--- src/rtl/imem_rw_arbiter.sv ---
// Shares the instruction memory rw port between the core data bus and a byte-stream
// program loader; the loader owns the port (and holds the core in reset) while busy.
module imem_rw_arbiter #(
  parameter  int DEPTH = 4096,
  localparam int AW    = $clog2(DEPTH)
) (
  input  logic          clk,
  input  logic          rst,
  input  logic          core_req,
  input  logic          core_we,
  input  logic [AW-1:0] core_addr,
  input  logic [31:0]   core_wdata,
  output logic          core_gnt,
  output logic          core_rvalid,
  output logic [31:0]   core_rdata,
  input  logic          ld_start,
  input  logic [AW-1:0] ld_base,
  input  logic          ld_byte_valid,
  input  logic [7:0]    ld_byte,
  output logic          ld_byte_ready,
  input  logic          ld_end,
  output logic          ld_busy,
  output logic          ld_done,
  output logic [AW-1:0] ld_words,
  output logic          mem_we,
  output logic [AW-1:0] mem_addr,
  output logic [31:0]   mem_wdata,
  input  logic [31:0]   mem_rdata
);

  typedef enum logic [1:0] {IDLE, LOAD, FINISH} state_t;

  state_t        r_state;
  state_t        w_state_nxt;
  logic [AW-1:0] r_ptr;
  logic [AW-1:0] r_words;
  logic [1:0]    r_cnt;
  logic [23:0]   r_asm;
  logic [31:0]   r_pend;
  logic          r_pend_valid;
  logic          r_rvalid;

  logic          w_gnt;
  logic          w_ready;
  logic          w_wr;
  logic          w_done;
  logic          w_accept;
  logic [31:0]   w_wdata;
  logic [31:0]   w_partial;
  logic [AW-1:0] w_base_aligned;

  assign w_base_aligned = ld_base & ~AW'(3);
  assign w_accept       = w_ready && ld_byte_valid;

  // Partial word for the session tail: only the bytes actually received, high bytes zero.
  always_comb begin
    w_partial = '0;
    case (r_cnt)
      2'd1:    w_partial = {24'h0, r_asm[7:0]};
      2'd2:    w_partial = {16'h0, r_asm[15:0]};
      2'd3:    w_partial = {8'h0, r_asm};
      default: w_partial = '0;
    endcase
  end

  always_comb begin
    w_state_nxt = r_state;
    w_gnt       = 1'b0;
    w_ready     = 1'b0;
    w_wr        = 1'b0;
    w_done      = 1'b0;
    w_wdata     = r_pend;
    case (r_state)
      IDLE: begin
        w_gnt = core_req && !ld_start;
        if (ld_start) w_state_nxt = LOAD;
      end
      LOAD: begin
        w_ready = 1'b1;
        w_wr    = r_pend_valid;
        if (ld_end) w_state_nxt = FINISH;
      end
      FINISH: begin
        // Drain the pending word first, then the partial word, then signal done.
        if (r_pend_valid) begin
          w_wr = 1'b1;
          if (r_cnt == 2'd0) begin
            w_done      = 1'b1;
            w_state_nxt = IDLE;
          end
        end else begin
          w_wr        = (r_cnt != 2'd0);
          w_wdata     = w_partial;
          w_done      = 1'b1;
          w_state_nxt = IDLE;
        end
      end
      default: w_state_nxt = IDLE;
    endcase
    if (rst) begin
      w_state_nxt = IDLE;
      w_gnt       = 1'b0;
      w_ready     = 1'b0;
      w_wr        = 1'b0;
      w_done      = 1'b0;
    end
  end

  always_ff @(posedge clk) begin
    if (rst) begin
      r_state      <= IDLE;
      r_ptr        <= '0;
      r_words      <= '0;
      r_cnt        <= 2'd0;
      r_asm        <= '0;
      r_pend       <= '0;
      r_pend_valid <= 1'b0;
      r_rvalid     <= 1'b0;
    end else begin
      r_state  <= w_state_nxt;
      r_rvalid <= w_gnt && !core_we;
      if (r_state == IDLE && ld_start) begin
        r_ptr        <= w_base_aligned;
        r_words      <= '0;
        r_cnt        <= 2'd0;
        r_pend_valid <= 1'b0;
      end else begin
        if (w_wr) begin
          r_ptr <= r_ptr + AW'(4);
          if (r_words != '1) r_words <= r_words + AW'(1);
        end
        if (w_wr && r_pend_valid) r_pend_valid <= 1'b0;
        if (r_state == FINISH && !r_pend_valid) r_cnt <= 2'd0;
        // The 4th byte bypasses the assembly register straight into the pending word.
        if (w_accept) begin
          if (r_cnt == 2'd3) begin
            r_pend       <= {ld_byte, r_asm};
            r_pend_valid <= 1'b1;
            r_cnt        <= 2'd0;
          end else begin
            r_asm[{r_cnt, 3'b000} +: 8] <= ld_byte;
            r_cnt                       <= r_cnt + 2'd1;
          end
        end
      end
    end
  end

  assign core_gnt      = w_gnt;
  assign core_rvalid   = r_rvalid;
  assign core_rdata    = mem_rdata;
  assign ld_byte_ready = w_ready;
  assign ld_busy       = (r_state != IDLE) && !rst;
  assign ld_done       = w_done;
  assign ld_words      = r_words;
  assign mem_we        = w_wr || (w_gnt && core_we);
  assign mem_addr      = (r_state == IDLE) ? core_addr  : r_ptr;
  assign mem_wdata     = (r_state == IDLE) ? core_wdata : w_wdata;

endmodule

--- config.mk ---
export PLATFORM = sky130hd
export DESIGN_NAME = imem_rw_arbiter
export DESIGN_NICKNAME = d
export VERILOG_FILES = /design/src/rtl/imem_rw_arbiter.sv
export SDC_FILE = /design/constraint.sdc
export NUM_CORES = 1
export LEC_CHECK = 0
export CORE_MARGIN = 2
export CORE_UTILIZATION = 40
export DETAILED_ROUTE_END_ITERATION = 8
export PLACE_DENSITY = 0.76
export SYNTH_ARGS = -nofsm -noshare
export SYNTH_HDL_FRONTEND = slang
export SYNTH_SLANG_ARGS = --single-unit
--- constraint.sdc ---
create_clock -name clk -period 4.05 [get_ports clk]
set_input_delay 0.81 -clock clk [delete_from_list [all_inputs] [get_ports clk]]
set_output_delay 0.81 -clock clk [all_outputs]
set_load 0.02 [all_outputs]
==> results_dict.tcl, run 1 <==
set metrics [dict create \
    ant_nets 0 \
    slowest_stage "nor3_2" \
    synthArstFlopShare 0 \
    cp.arrival_ps 3130 \
    finish.instance_area_um2 6081 \
    yosysUniqueCellTypes 53 \
    synthDominantAreaCellType "dfxtp_1" \
    post_cts_resized 0 \
    peakVddDrop_v 0.0002376 \
    setup_viol 0 \
    post_drt_wl_per_cell_um 14.91 \
    post_cts_buffers 0 \
    crit_path_max_incr_delay_ps 650 \
    grt_max_degree 60 \
    syn_area_um2 4689 \
    layout_setup_ws_ps 113.9 \
    crit_required_ps 3240 \
    leakage_nw 2.088 \
    fp.dieW_um 112.3 \
    cts_made_buffers 9 \
    coreArea_um2 11420 \
    hold_depth 2 \
    num_vias 4619 \
    die-height_um 112.3 \
    start_util 0.4107 \
    io_pins 197 \
    drive_above_1_share 0.07061 \
    worstPathMaxFanout 13 \
    whs_ps 456.8 \
    tightest_slew_ps 1126 \
    grt.overflow.total 0 \
    timing.final.max_slew_violations 0 \
    syn-num-nets 729 \
    core.rowCount 39 \
    cts_root_buf "clkbuf_16" \
    viasPerCell 5.519 \
    clk_path_buf_depth 2 \
    nNetsFinal 803 \
    worst-r2r-cell-count 8 \
    relSlewSlack 0.2493 \
    port_buffers 130 \
    path_clk_slew_ps 70 \
    dr.pass1.iters 5 \
    worstSkewPairLatency_ps 340 \
    placed_area_um2 5798 \
    synth_seq_cells 84 \
    die_area_um2 12610 \
    powerDensity_nw_per_um2 422.9 \
    max-cap-violations 0 \
    yosysWarningCount 0 \
    critical_path_class "flip-flop to primary output" \
    finalCritPeriodShare 0.9719 \
    syn_inst 615 \
    grtUsageTotal 0.1931 \
    antennaDiodeCount 0 \
    max_freq_mhz 254.1 \
    hold_violations 0 \
    cts_hold_buf 0 \
    rsz0062_at_grt "true" \
    seq_area_frac_synth 0.3586 \
    synth_edf_count 0 \
    htree_levels 3 \
    ys.flop_type "dfxtp_1" \
    cp-start-kind "flip-flop" \
    hpwlAfterDp_um 8958 \
    outcome "completed" \
    power_mw 2.571 \
    antenna_found_initial 0 \
    grt_pass1_wl_um 20350 \
    dp.cells 821 \
    area_growth_pct 29.67 \
    drt_wl_total_um 12480 \
    clock-sinks 84 \
    grt_pass1_vias 4412 \
    globalplace.congestion 0.8147 \
    pre_cts_ws_ps 491.2 \
    min_path_type "flip-flop to flip-flop" \
    cts_tree "yes" \
    fin_cells 837 \
    min_period_ps 3936 \
    path_cells "inv_1 -> ha_1 -> nand2b_1 -> nor3_2 -> a22oi_1 -> o21ai_0 -> clkdlybuf4s50_1" \
    worst_setup_path_end_kind "primary output" \
    yosys.area.top_type_share 0.3586 \
    synthTopCellsByArea "dfxtp_1 36%, nand2_1 12%, a21oi_1 8.2%, buf_4 5.1%, o21ai_0 3.9%" \
    avgSynthCellArea_um2 7.625 \
    first_iter_violations 167 \
    drt_drc_violations_left 0 \
    fin_skew_ps 8.307 \
]
-- metal layers --
layer	global-route usage	routed length, µm	up-vias
met4	0.07236	265	0
met3	0.05670	1061	31
met5	0	0	-
met1	0.2323	5217	2150
met2	0.3273	5932	164
li1	-	-	2274
-- per-stage QoR --
stage          TNS (ps)    util
2_1_floorplan         0       -
3_3_place_gp          0  0.5078
3_5_place_dp          0  0.5078
4_1_cts               0  0.5325
5_1_grt           -1516  0.5325
6_report              0  0.5325
-- final cells by class --
class | instances | area (µm²)
fillers | 1085 | 5338
multi-input cells | 451 | 2566
flip-flops and latches | 84 | 1682
repair buffers | 137 | 1349
clock buffers | 9 | 225.2
well taps | 143 | 178.9
clock inverters | 7 | 57.56
inverters | 6 | 22.52
-- worst max-delay path, delay by kind of cell (launching register included) --
| kind | cells | cell delay [ps] |
|---|---|---|
| AND/OR/NAND/NOR | 2 | 1050 |
| buffers and inverters | 2 | 750 |
| flip-flops | 1 | 340 |
| AO/OA/AOI/OAI | 2 | 340 |
| adder cells (fa/ha/maj) | 1 | 320 |
-- logic make-up (layout without fill, tap and decap cells) --
| family | count (synthesis) | in the layout | share of synthesized area |
|---|---|---|---|
| flip-flops | 84 | 84 | 0.3586 |
| XOR/XNOR | 3 | 3 | 0.005604 |
| buffers and inverters | 80 | 159 | 0.09471 |
| AO/OA/AOI/OAI | 160 | 160 | 0.2017 |
| adder cells (fa/ha/maj) | 11 | 11 | 0.02935 |
| multiplexers | 13 | 13 | 0.03042 |
| AND/OR/NAND/NOR | 264 | 264 | 0.2796 |
-- path summary, 6_finish.rpt --
check | from | end | slack (ps)
worst max register to register | r_state[0]$_SDFFE_PP0P_ | r_pend[2]$_SDFFE_PP0P_ | 1350
worst min register to register | r_pend[8]$_SDFFE_PP0P_ | r_pend[8]$_SDFFE_PP0P_ | 460
worst min-delay path | r_pend[8]$_SDFFE_PP0P_ | r_pend[8]$_SDFFE_PP0P_ | 460
worst max-delay path | r_state[0]$_SDFFE_PP0P_ | mem_wdata[15] | 110
-- registers in the layout, indices dropped and copies added (netlist names) --
signal,cells
r_pend_valid,1
r_asm,24
r_state,2
core_rvalid,1
r_ptr,10
r_cnt,2
r_pend,32
ld_words,12
-- cells in the final DEF (no fill, tap or decap), types with 7 or more instances in the layout --
master and n:
mux2_2 10, a311oi_1 7, buf_4 7, o31ai_1 7
nor2_1 18, ha_1 10, or4_1 7, and3_1 15
a22oi_1 17, nand3_1 35, o21ai_0 37, nand2_1 145
dfxtp_1 84, clkbuf_16 9, a21oi_1 77, clkdlybuf4s50_1 129
-- synthesized netlist by cell type (7+ instances only) --
cell type	n
a21oi_1	77
a22oi_1	17
a311oi_1	7
and3_1	15
buf_4	32
clkbuf_1	29
dfxtp_1	84
ha_1	11
mux2_2	10
nand2_1	145
nand3_1	35
nor2_1	18
o21ai_0	37
o31ai_1	7
or4_1	7
-- report_power, final --
group	internal, mW	switching (mW)
Combinational	0.413	0.494
Sequential	0.855	0.0335
Clock	0.424	0.352
No activity file was read; power rests on OpenSTA's default activity.
==> inputs of run 2 (changes only) <==
--- a/config.mk
+++ b/config.mk
@@ -5,6 +5,7 @@
 export SDC_FILE = /design/constraint.sdc
 export NUM_CORES = 1
 export LEC_CHECK = 0
+export CAP_MARGIN = 20
 export CORE_MARGIN = 2
 export CORE_UTILIZATION = 40
 export DETAILED_ROUTE_END_ITERATION = 8
==> run 2 against run 1 <==
Effect of this change:
- flip-flop and latch count unchanged
- clock skew about the same
- core utilization up 0.13 points
- power about the same
- register-to-register slack better by 290 ps
- first-iteration DRC count down 2.4%
- critical path depth unchanged
- die area unchanged
- via count down 0.30%
- cell count up 0.12%
- critical endpoint is now mem_wdata[8]
==> results_dict.tcl, run 2 (same netlist as run 1, synthesis figures left out) <==
set metrics [dict create \
    outcome "completed" \
    critical_path_class "flip-flop to primary output" \
    fp.dieW_um 112.3 \
    first_iter_violations 163 \
    hpwlAfterDp_um 8958 \
    grtUsageTotal 0.1931 \
    fin_setup_tns_ps 0 \
    tightest_slew_ps 913.3 \
    worstPathMaxFanout 13 \
    powerDensity_nw_per_um2 421.9 \
    setup_viol 0 \
    drt_wl_total_um 12480 \
    hold_violations 0 \
    holdCritStartpoint "r_pend[18]$_SDFFE_PP0P_" \
    wl_met3_um 972 \
    clk_path_buf_depth 2 \
    finalCritPeriodShare 0.9717 \
    antenna_found_initial 0 \
    top_layer "met4" \
    grt_max_degree 60 \
    num-fill-cells 1083 \
    leakage_nw 2.095 \
    antennaDiodeCount 0 \
    largest_reg_flops 32 \
    multi_input_area_um2 2566 \
    core.rowCount 39 \
    min_period_ps 3935 \
    max_freq_mhz 254.1 \
    cts_hold_buf 0 \
    num_vias 4605 \
    grt_pass1_vias 4412 \
    coreArea_um2 11420 \
    top_register "r_pend" \
    rsz0062_at_grt "true" \
    nNetsFinal 804 \
    peakVddDrop_v 0.0002365 \
    ant_nets 0 \
    worst_setup_path_end_kind "primary output" \
    dr.pass1.iters 5 \
    met2_length_um 5944 \
    fin_skew_ps 8.707 \
    min_path_type "flip-flop to flip-flop" \
    register_area_um2 1682 \
    final_common_cell "nand2_1" \
    whs_ps 455.2 \
    crit_start "r_state[0]$_SDFFE_PP0P_" \
    relSlewSlack 0.3898 \
    drt_drc_violations_left 0 \
    cts_root_buf "clkbuf_16" \
    area_growth_pct 29.99 \
    post_drt_wl_per_cell_um 14.90 \
    regToRegStartpoint "r_state[0]$_SDFFE_PP0P_" \
    path_clk_slew_ps 60 \
    io_pins 197 \
    cts_tree "yes" \
    htree_levels 3 \
    timing.final.max_slew_violations 0 \
    drive_above_1_share 0.07194 \
    cts_made_buffers 9 \
    wl_met1_um 5277 \
    port_buffers 130 \
    viasPerCell 5.495 \
    worstSkewPairLatency_ps 340 \
    cp.arrival_ps 3130 \
    cp-start-kind "flip-flop" \
    pre_cts_ws_ps 491.2 \
    final_cell_mix "145 x nand2_1, 129 x clkdlybuf4s50_1, 84 x dfxtp_1" \
    die_area_um2 12610 \
    layout_setup_ws_ps 114.6 \
    globalplace.congestion 0.8147 \
    max-cap-violations 0 \
    crit_required_ps 3240 \
    grt_pass1_wl_um 20350 \
    die-height_um 112.3 \
    grt.overflow.total 0 \
    clock-sinks 84 \
    start_util 0.4107 \
]
## run 2: cell types whose count changed in the layout (fill, tap and decap cells not counted)
cell / before / now
buf_8: 0 / 1
## run 2: what timing repair did
action	CTS	global route
setup endpoints to repair	0	16
setup buffers	0	0
gates resized for setup	0	0
## run 2: worst max-delay path, stage by stage, from the launching register on
cell and delay (ps):
dfxtp_1 340, inv_1 120, ha_1 320, nand2b_1 410, nor3_2 650, a22oi_1 150, o21ai_0 190, clkdlybuf4s50_1 620
## run 2: worst paths after layout
kind         slack, ps  depth (start not counted)                       to
max                110                          7             mem_wdata[8]
max reg2reg       1640                          9  r_pend[28]$_SDFFE_PP0P_
min reg2reg        460                          2  r_pend[18]$_SDFFE_PP0P_
min                460                          2  r_pend[18]$_SDFFE_PP0P_
## run 2: power breakdown
| group | internal, mW | switching [mW] |
|---|---|---|
| registers | 0.855 | 0.0334 |
| logic | 0.413 | 0.493 |
| clock network | 0.424 | 0.353 |
| total | 1.69 | 0.880 |
## run 2: per-stage QoR
step             util  power [mW]  std cells  instance area (µm²)
2_1_floorplan       -       1.471        615                 4690
3_3_place_gp   0.5078       1.803        821                 5798
3_5_place_dp   0.5078       1.821        821                 5798
4_1_cts        0.5325       2.597        837                 6081
5_1_grt        0.5339       2.706        838                 6096
6_report       0.5339       2.572        838                 6096
## run 2: routing by layer
layer,vias to the layer above,GRT usage
li1,2274,-
met4,0,0.07236
met3,32,0.05670
met2,169,0.3273
met5,-,0
met1,2130,0.2323
## run 2: layout make-up
cell class	instances	area share
Multi-Input combinational cell	451	0.4210
Sequential cell	84	0.2759
Timing Repair Buffer	138	0.2237
Clock buffer	9	0.03695
Tap cell	143	0.02935
Clock inverter	7	0.009442
Inverter	6	0.003695
